==> config.mk <==
export PLATFORM = sky130hd
export DESIGN_NAME = draw_scheduler
export DESIGN_NICKNAME = d
export VERILOG_FILES = /design/src/rtl/game_pkg.sv /design/src/rtl/rr_arbiter.sv /design/src/rtl/draw_scheduler.sv
export SDC_FILE = /design/constraint.sdc
export NUM_CORES = 1
export LEC_CHECK = 0
export ABC_AREA = 1
export BUFFER_PORTS_ARGS = -buffer_cell sky130_fd_sc_hd__buf_2
export CAP_MARGIN = 5
export CORE_UTILIZATION = 54
export CTS_CLUSTER_DIAMETER = 60
export DETAILED_ROUTE_END_ITERATION = 8
export PLACE_DENSITY = 0.84
export SLEW_MARGIN = 15
export SYNTH_ARGS = -nofsm -noshare
export SYNTH_HDL_FRONTEND = slang
export SYNTH_SLANG_ARGS = --single-unit
==> constraint.sdc <==
create_clock -name clk -period 3.8 [get_ports clk]
set_input_delay 0.19 -clock clk [delete_from_list [all_inputs] [get_ports clk]]
set_output_delay 0.19 -clock clk [all_outputs]
set_load 0.01 [all_outputs]
==> src/rtl/game_pkg.sv <==
// Shared game-level constants: channel indices, sprite state codes, scheduler FSM states.
package game_pkg;

    localparam int unsigned DEF_STATE_W = 4;

    localparam int unsigned CH_BIRD = 0;
    localparam int unsigned CH_WALL = 1;

    localparam logic [DEF_STATE_W-1:0] SPR_FLAP  = 4'b0001;
    localparam logic [DEF_STATE_W-1:0] SPR_FALL  = 4'b0010;
    localparam logic [DEF_STATE_W-1:0] SPR_WALL  = 4'b0100;
    localparam logic [DEF_STATE_W-1:0] SPR_SCORE = 4'b1000;
    localparam logic [DEF_STATE_W-1:0] SPR_IDLE  = 4'b1111;

    typedef enum logic {
        S_IDLE = 1'b0,
        S_DRAW = 1'b1
    } sched_state_e;

endpackage

==> src/rtl/rr_arbiter.sv <==
// Combinational round-robin pick: first requester searching upward from last_ch+1 (mod NUM_CH).
module rr_arbiter #(
    parameter int unsigned NUM_CH = 4
) (
    input  logic [NUM_CH-1:0]         req,
    input  logic [$clog2(NUM_CH)-1:0] last_ch,
    output logic [NUM_CH-1:0]         grant,
    output logic [$clog2(NUM_CH)-1:0] idx,
    output logic                      any
);
    localparam int unsigned CW = $clog2(NUM_CH);

    int unsigned c;

    always_comb begin
        grant = '0;
        idx   = '0;
        any   = 1'b0;
        c     = 0;
        for (int unsigned k = 1; k <= NUM_CH; k++) begin
            c = (32'(last_ch) + k) % NUM_CH;
            if (!any && req[CW'(c)]) begin
                any            = 1'b1;
                grant[CW'(c)]  = 1'b1;
                idx            = CW'(c);
            end
        end
    end

endmodule

==> src/rtl/draw_scheduler.sv <==
// Round-robin scheduler sharing one VGA draw engine among NUM_CH sprite controllers.
// Optional draw watchdog enabled by defining DRAW_TIMEOUT_EN.
module draw_scheduler
    import game_pkg::*;
#(
    parameter int unsigned         NUM_CH      = 4,
    parameter int unsigned         STATE_W     = DEF_STATE_W,
    parameter logic [STATE_W-1:0]  IDLE_CODE   = STATE_W'(SPR_IDLE),
    parameter int unsigned         TIMEOUT_CYC = 1024
) (
    input  logic                        clk,
    input  logic                        reset,
    input  logic [NUM_CH*STATE_W-1:0]   ch_state,
    input  logic [NUM_CH-1:0]           ch_req,
    input  logic                        draw_done,
    input  logic                        freeze,
    output logic [STATE_W-1:0]          cur_state,
    output logic [$clog2(NUM_CH)-1:0]   cur_ch,
    output logic [NUM_CH-1:0]           ch_grant,
    output logic                        busy,
    output logic                        timeout_err
);
    localparam int unsigned CW = $clog2(NUM_CH);

    sched_state_e        state;
    logic [CW-1:0]       last_ch;
    logic [NUM_CH-1:0]   win_oh;
    logic [CW-1:0]       win_idx;
    logic                win_any;
    logic [STATE_W-1:0]  win_state;

    rr_arbiter #(.NUM_CH(NUM_CH)) u_arb (
        .req     (ch_req),
        .last_ch (last_ch),
        .grant   (win_oh),
        .idx     (win_idx),
        .any     (win_any)
    );

    // Select the winner's state code with constant slices only.
    always_comb begin
        win_state = '0;
        for (int unsigned i = 0; i < NUM_CH; i++) begin
            if (CW'(i) == win_idx) win_state = ch_state[i*STATE_W +: STATE_W];
        end
    end

`ifdef DRAW_TIMEOUT_EN
    localparam int unsigned TW = $clog2(TIMEOUT_CYC + 1);
    logic [TW-1:0] tmo_cnt;
`else
    assign timeout_err = 1'b0;
`endif

    always_ff @(posedge clk or posedge reset) begin
        if (reset) begin
            state     <= S_IDLE;
            cur_state <= IDLE_CODE;
            cur_ch    <= '0;
            ch_grant  <= '0;
            busy      <= 1'b0;
            last_ch   <= CW'(NUM_CH - 1);
`ifdef DRAW_TIMEOUT_EN
            tmo_cnt     <= '0;
            timeout_err <= 1'b0;
`endif
        end else begin
            ch_grant <= '0;
`ifdef DRAW_TIMEOUT_EN
            timeout_err <= 1'b0;
`endif
            case (state)
                S_IDLE: begin
                    if (!freeze && win_any) begin
                        cur_ch    <= win_idx;
                        cur_state <= win_state;
                        ch_grant  <= win_oh;
                        busy      <= 1'b1;
                        last_ch   <= win_idx;
                        state     <= S_DRAW;
`ifdef DRAW_TIMEOUT_EN
                        tmo_cnt   <= '0;
`endif
                    end
                end
                S_DRAW: begin
                    // Completion has priority over the watchdog on the limit cycle.
                    if (draw_done) begin
                        state <= S_IDLE;
                        busy  <= 1'b0;
                    end
`ifdef DRAW_TIMEOUT_EN
                    else if (tmo_cnt == TW'(TIMEOUT_CYC - 1)) begin
                        state       <= S_IDLE;
                        busy        <= 1'b0;
                        timeout_err <= 1'b1;
                    end else begin
                        tmo_cnt <= tmo_cnt + TW'(1);
                    end
`endif
                end
                default: state <= S_IDLE;
            endcase
        end
    end

endmodule
# Word-level counts from Yosys, hierarchy flattened
# Index checks and enable logic that the tools add are counted.
# word_totals
ff_bits,14
output_inout_bits,12
word_cells,82
input_bits,24
# op_classes
reduce_logical,15
add_sub_neg,4
bitwise_logic,4
muxes,40
n_eq_ne,5
n_lt_le_gt_ge,8
# ops
op,count
$mux W4,10
$mux W1,16
$lt A2 B3 Y1 const B,4
$or A4 B4 Y4,3
$bmux W1 S2,4
$demux W1 S2,4
$ge A2 B1 Y1 const B,4
$logic_and A1 B1 Y1,8
$mux W2,4
$add A2 B1 Y2 const B,2
$add A2 B2 Y2 const B,2
$eq A2 B2 Y1 const A,2
$logic_not A1 Y1,4
$ne A2 B2 Y1 const B,2
$pmux W1 S2,2
$reduce_and A2 Y1,2
$eq A1 B2 Y1 const A,1
$logic_not A2 Y1,1
$not A1 Y1,1

# Longest topological paths before layout
# logic_depth
ltp_word,18
mapped_depth,14
mapped_depth_nobuf,14

# By module
# From an unflattened synthesis, not the netlist that was laid out.
# hier_totals
cells_unflattened,166
area_unflattened_um2,1229.9
# modules_own_cells
mod,seq_area_each_um2,cells_each,instances,area_each_um2
draw_scheduler,357.8,85,1,694.4
rr_arbiter,0.0,81,1,535.5

# Least setup slack after synthesis
# OpenSTA, ideal clock, no wires.
# synth_path
path_kind,register to register
startpoint,register last_ch[0]
endpoint,register cur_state[2]
setup_ns,0.076
setup_slack_ns,1.768
required_ns,3.724
period_less_slack_ns,2.032
path_buffers,0
stages_incl_launch_ff,12
arrival_time_ns,1.955
cell_sequence,dfstp_2 > inv_4 > ha_1 > nand3_1 > nand2_4 > nor2_4 > nor2_2 > nand2_2 > nand3_4 > or2_0 > nand3_1 > nand2_1
# synth_via
elab_chain_len,18
elab_cells_between_ends,36
cone_classes,4 x add/sub; 3 x eq/ne; 20 x mux; 9 x reduce/logical
# synth_rtl
item,line_no,rtl
from (decl),draw_scheduler.sv:26,logic [CW-1:0] last_ch;
from (signal assigned),draw_scheduler.sv:62,last_ch <= CW'(NUM_CH - 1);
from (signal assigned),draw_scheduler.sv:79,last_ch <= win_idx;
$add A2 B1 Y2,rr_arbiter.sv:21,c = (32'(last_ch) + k) % NUM_CH;
$bmux W1 S2,rr_arbiter.sv:22,if (!any && req[CW'(c)]) begin
$mux W1 (implied by the code),rr_arbiter.sv:22,
$mux W1,rr_arbiter.sv:22,
$logic_not A1 Y1,rr_arbiter.sv:22,
$logic_and A1 B1 Y1,rr_arbiter.sv:22,
$mux W1,rr_arbiter.sv:22,
$logic_not A1 Y1,rr_arbiter.sv:22,
$logic_and A1 B1 Y1,rr_arbiter.sv:22,
$mux W1,rr_arbiter.sv:22,
$logic_not A1 Y1,rr_arbiter.sv:22,
$logic_and A1 B1 Y1,rr_arbiter.sv:22,
$mux W2,rr_arbiter.sv:22,
$logic_not A2 Y1,draw_scheduler.sv:44,if (CW'(i) == win_idx) win_state = ch_state[i*STATE_W +: STATE_W];
$mux W4 (4 in a row),draw_scheduler.sv:44,
to (signal assigned),draw_scheduler.sv:76,cur_state <= win_state;
to (decl),draw_scheduler.sv:17,"output logic [STATE_W-1:0] cur_state,"
# Parallel ways exist; a longest one is shown, timed or not. The select of a mux whose other input is x is not followed.
# A chain may end at the register's enable or synchronous reset.

# Final worst setup path
# layout_path
startpoint,register last_ch[0]
endpoint,register cur_state[1]
# Same word-level chain as after synthesis.

==> out/results.ini <==
[run_status]
status = finished, final reports clean

[finish]
drive_above_1_share_pct = 31.84
fin_nets = 234
area_delta_synth_final_pct = 20.52
num_antenna_cells = 0
instances_no_fill = 228
final_area_sq_mm = 0.001396

[timing]
clock_skew_ps = 3.171
period_minus_slack_ps = 2294
max_freq_ghz = 0.4359
tns_ps = 0
finalCritPeriodShare_pct = 60.38
max_slew.worst_pin.slew_ps = 504.1
hold_viol = 0
grt_setup_unrepaired = false
slew-limit-headroom_pct = 66.36
drv_slew = 0
setup_viol = 0

[placed_design]
dpl-instance-area_sq_mm = 0.001350
placed_cells = 223
dp_hpwl_microns = 2103
gp_congestion = 0.9302
io_buffers = 34

[power]
clockPowerShare_pct = 7.9
power.internal_uw = 630.8
power_leakage_nw = 0.8023
powerDensity_mw_per_mm2 = 982.0
combPwrFrac_pct = 70.7
netSwitchingFraction_pct = 54.00
switching_power_uw = 740.4
power.share.sequential_pct = 21.4
irDropWorstVdd_uv = 707.6

[setup_path]
path_class = reg -> reg
reg2reg_from = last_ch[0]
cp-end-kind = register
worstPathMaxFanout = 13
critPathRequiredTime_ps = 4030
crit_arrival_ps = 2520
startpoint_type = register
r2r_setup_slack_ps = 1510
r2r_end = cur_state[1]
reg2regPathDepth = 12

[die]
io_pins = 36
start_util_pct = 58.46
die_x_microns = 48.32
num_rows = 16
dieArea_sq_mm = 0.002335
core_sq_mm = 0.001982
die_h_microns = 48.32

[clock_network]
clk_pin_slew_ps = 80
cts_setup_buffers = 0
ctsResizeCount = 0
cts_made_buffers = 3
htreeDepth = 1
cts_sinks = 14
cts_tree = built
insertion_delay_ps = 290
cts_buffer_depth = 2
cts-root-buf = clkbuf_4

[logic_synthesis]
synth-edff-count = 0
yosys_warnings = 0
synth.avg_cell_area_sq_um = 7.065
synthesis.nets = 196
synth-seq-cells = 14
syn_area_sq_mm = 0.001159
synth-async-reset-ratio_pct = 100.0
synthCells = 164
synth_cell_types = 26
ys.flop_type = dfrtp_1
synth-seq-area-share_pct = 30.89

[min_path]
whs_endpoint = busy
hold_depth = 2
hp-start = draw_done
min_path_type = in -> reg

[global_routing]
grt_max_degree = 15
grt.overflow.total = 0
grt_antenna_before_repair = 0
grt_pass1_vias = 1035
grt_pass1_wl_microns = 4491
grt_use_total_pct = 24.43

[detailed_routing]
dr.pass1.iters = 4
vias = 1180
antenna_left = 0
wl_microns = 2675
drcViolationCount = 0
vias_per_cell = 5.175
post_drt_wl_per_cell_microns = 11.73
drt_iter0_markers = 43

[run]
drv_cap = 0

-- worst max-delay path, cell delays in order, from the launching register on --
cell and delay (ps):
dfstp_2 680, inv_4 120, ha_1 340, nand3_1 170
nand2_4 110, nor2_4 150, nor2_2 60, nand2_2 110
nand3_4 110, o21ai_0 190, inv_1 60, nand2_1 60
nand2_1 50
-- what timing repair did --
| action | CTS | global route |
|---|---|---|
| setup endpoints to repair | 0 | 0 |
| hold buffers | 1 | 0 |
| endpoints found under the hold margin | 8 | 0 |
-- cells in the mapped netlist (2+ instances only) --
master / count / share of area (%)
nand2_1: 59 / 19
inv_1: 19 / 6.2
nand3_1: 15 / 6.5
dfrtp_1: 8 / 17
ha_1: 8 / 8.6
o21ai_0: 8 / 3.5
dfstp_2: 6 / 14
nand2_2: 5 / 2.7
nor2_1: 5 / 1.6
a21oi_1: 3 / 1.3
inv_2: 3 / 0.97
nand2_4: 3 / 2.9
nand4_1: 3 / 1.6
a22oi_1: 2 / 1.3
nand3_2: 2 / 1.7
nand3_4: 2 / 3.0
nor2_2: 2 / 1.1
nor2_4: 2 / 1.9
o21bai_1: 2 / 1.3
-- through the flow --
step                util (%)  setup slack, ps  hold WS, ps  power (mW)
floorplan                  -             1768        74.93       1.035
global placement       68.12             1631        235.7       1.213
detailed placement     68.12             1552        246.1       1.253
CTS                    70.45             1500        83.31       1.368
global route           70.45             1350        82.75       1.514
finish                 70.45             1506        78.61       1.371
-- how the worst max path moves through the flow --
stage | start | end | cells after the start
2_1_floorplan | last_ch[0] | cur_state[2] | 11
3_3_place_gp | last_ch[0] | cur_state[2] | 11
3_5_place_dp | last_ch[0] | cur_state[2] | 11
4_1_cts | last_ch[0] | cur_state[1] | 12
5_1_grt | last_ch[0] | cur_state[1] | 14
6_report | last_ch[0] | cur_state[1] | 12
-- cells in the final DEF (no fill, tap or decap), types with 2 or more instances in the layout --
| cell | instances |
|---|---|
| nand4_1 | 3 |
| o21ai_0 | 8 |
| nand3_2 | 2 |
| nand2_1 | 59 |
| dfrtp_1 | 8 |
| nor2_1 | 5 |
| nor2_4 | 2 |
| ha_1 | 8 |
| nand2_4 | 3 |
| clkbuf_4 | 3 |
| nand3_4 | 2 |
| a22oi_1 | 2 |
| inv_1 | 19 |
| nand2_2 | 5 |
| a21oi_1 | 3 |
| dfstp_2 | 6 |
| inv_2 | 3 |
| nor2_2 | 2 |
| o21bai_1 | 2 |
| buf_2 | 34 |
| nand3_1 | 15 |
-- flip-flops by register name, indices dropped and copies added, names as in the netlist --
register / flops
busy: 1
ch_grant: 4
cur_ch: 2
cur_state: 4
last_ch: 2
state: 1
-- per-layer routing --
layer	routed length (microns)	track usage, %	vias to the layer above
met5	0	0	-
met4	21	8.824	0
met3	109	0.9434	2
met2	1337	42.96	46
met1	1206	31.94	538
li1	-	-	594
-- cell families (layout without fill, tap and decap cells) --
logic type               Yosys count  in the layout  share of synthesized area [%]
AO/OA/AOI/OAI                     17             17                          8.639
AND/OR/NAND/NOR                   99             99                          42.76
flip-flops                        14             14                          30.89
buffers and inverters             25             62                          8.748
adder cells (fa/ha/maj)            8              8                          8.640
other                              1              1                         0.3237
-- power groups by stage --
stage          combinational (mW)  sequential [mW]  clock, mW
6_report                    0.970            0.294      0.108
2_1_floorplan               0.722            0.314          0
3_3_place_gp                0.922            0.291          0
4_1_cts                     0.965            0.294      0.108
5_1_grt                      1.10            0.303      0.115
3_5_place_dp                0.956            0.297          0
-- area by class of cell --
class                           instances  area, sq um
Sequential cell                        14        357.8
Inverter                               23        88.84
Clock buffer                            4        36.28
Multi-Input combinational cell        125        699.4
Tap cell                               27        33.78
Timing Repair Buffer                   35        180.2
Fill cell                             173        585.6
Note: power is estimated with default switching activity, not from simulation.
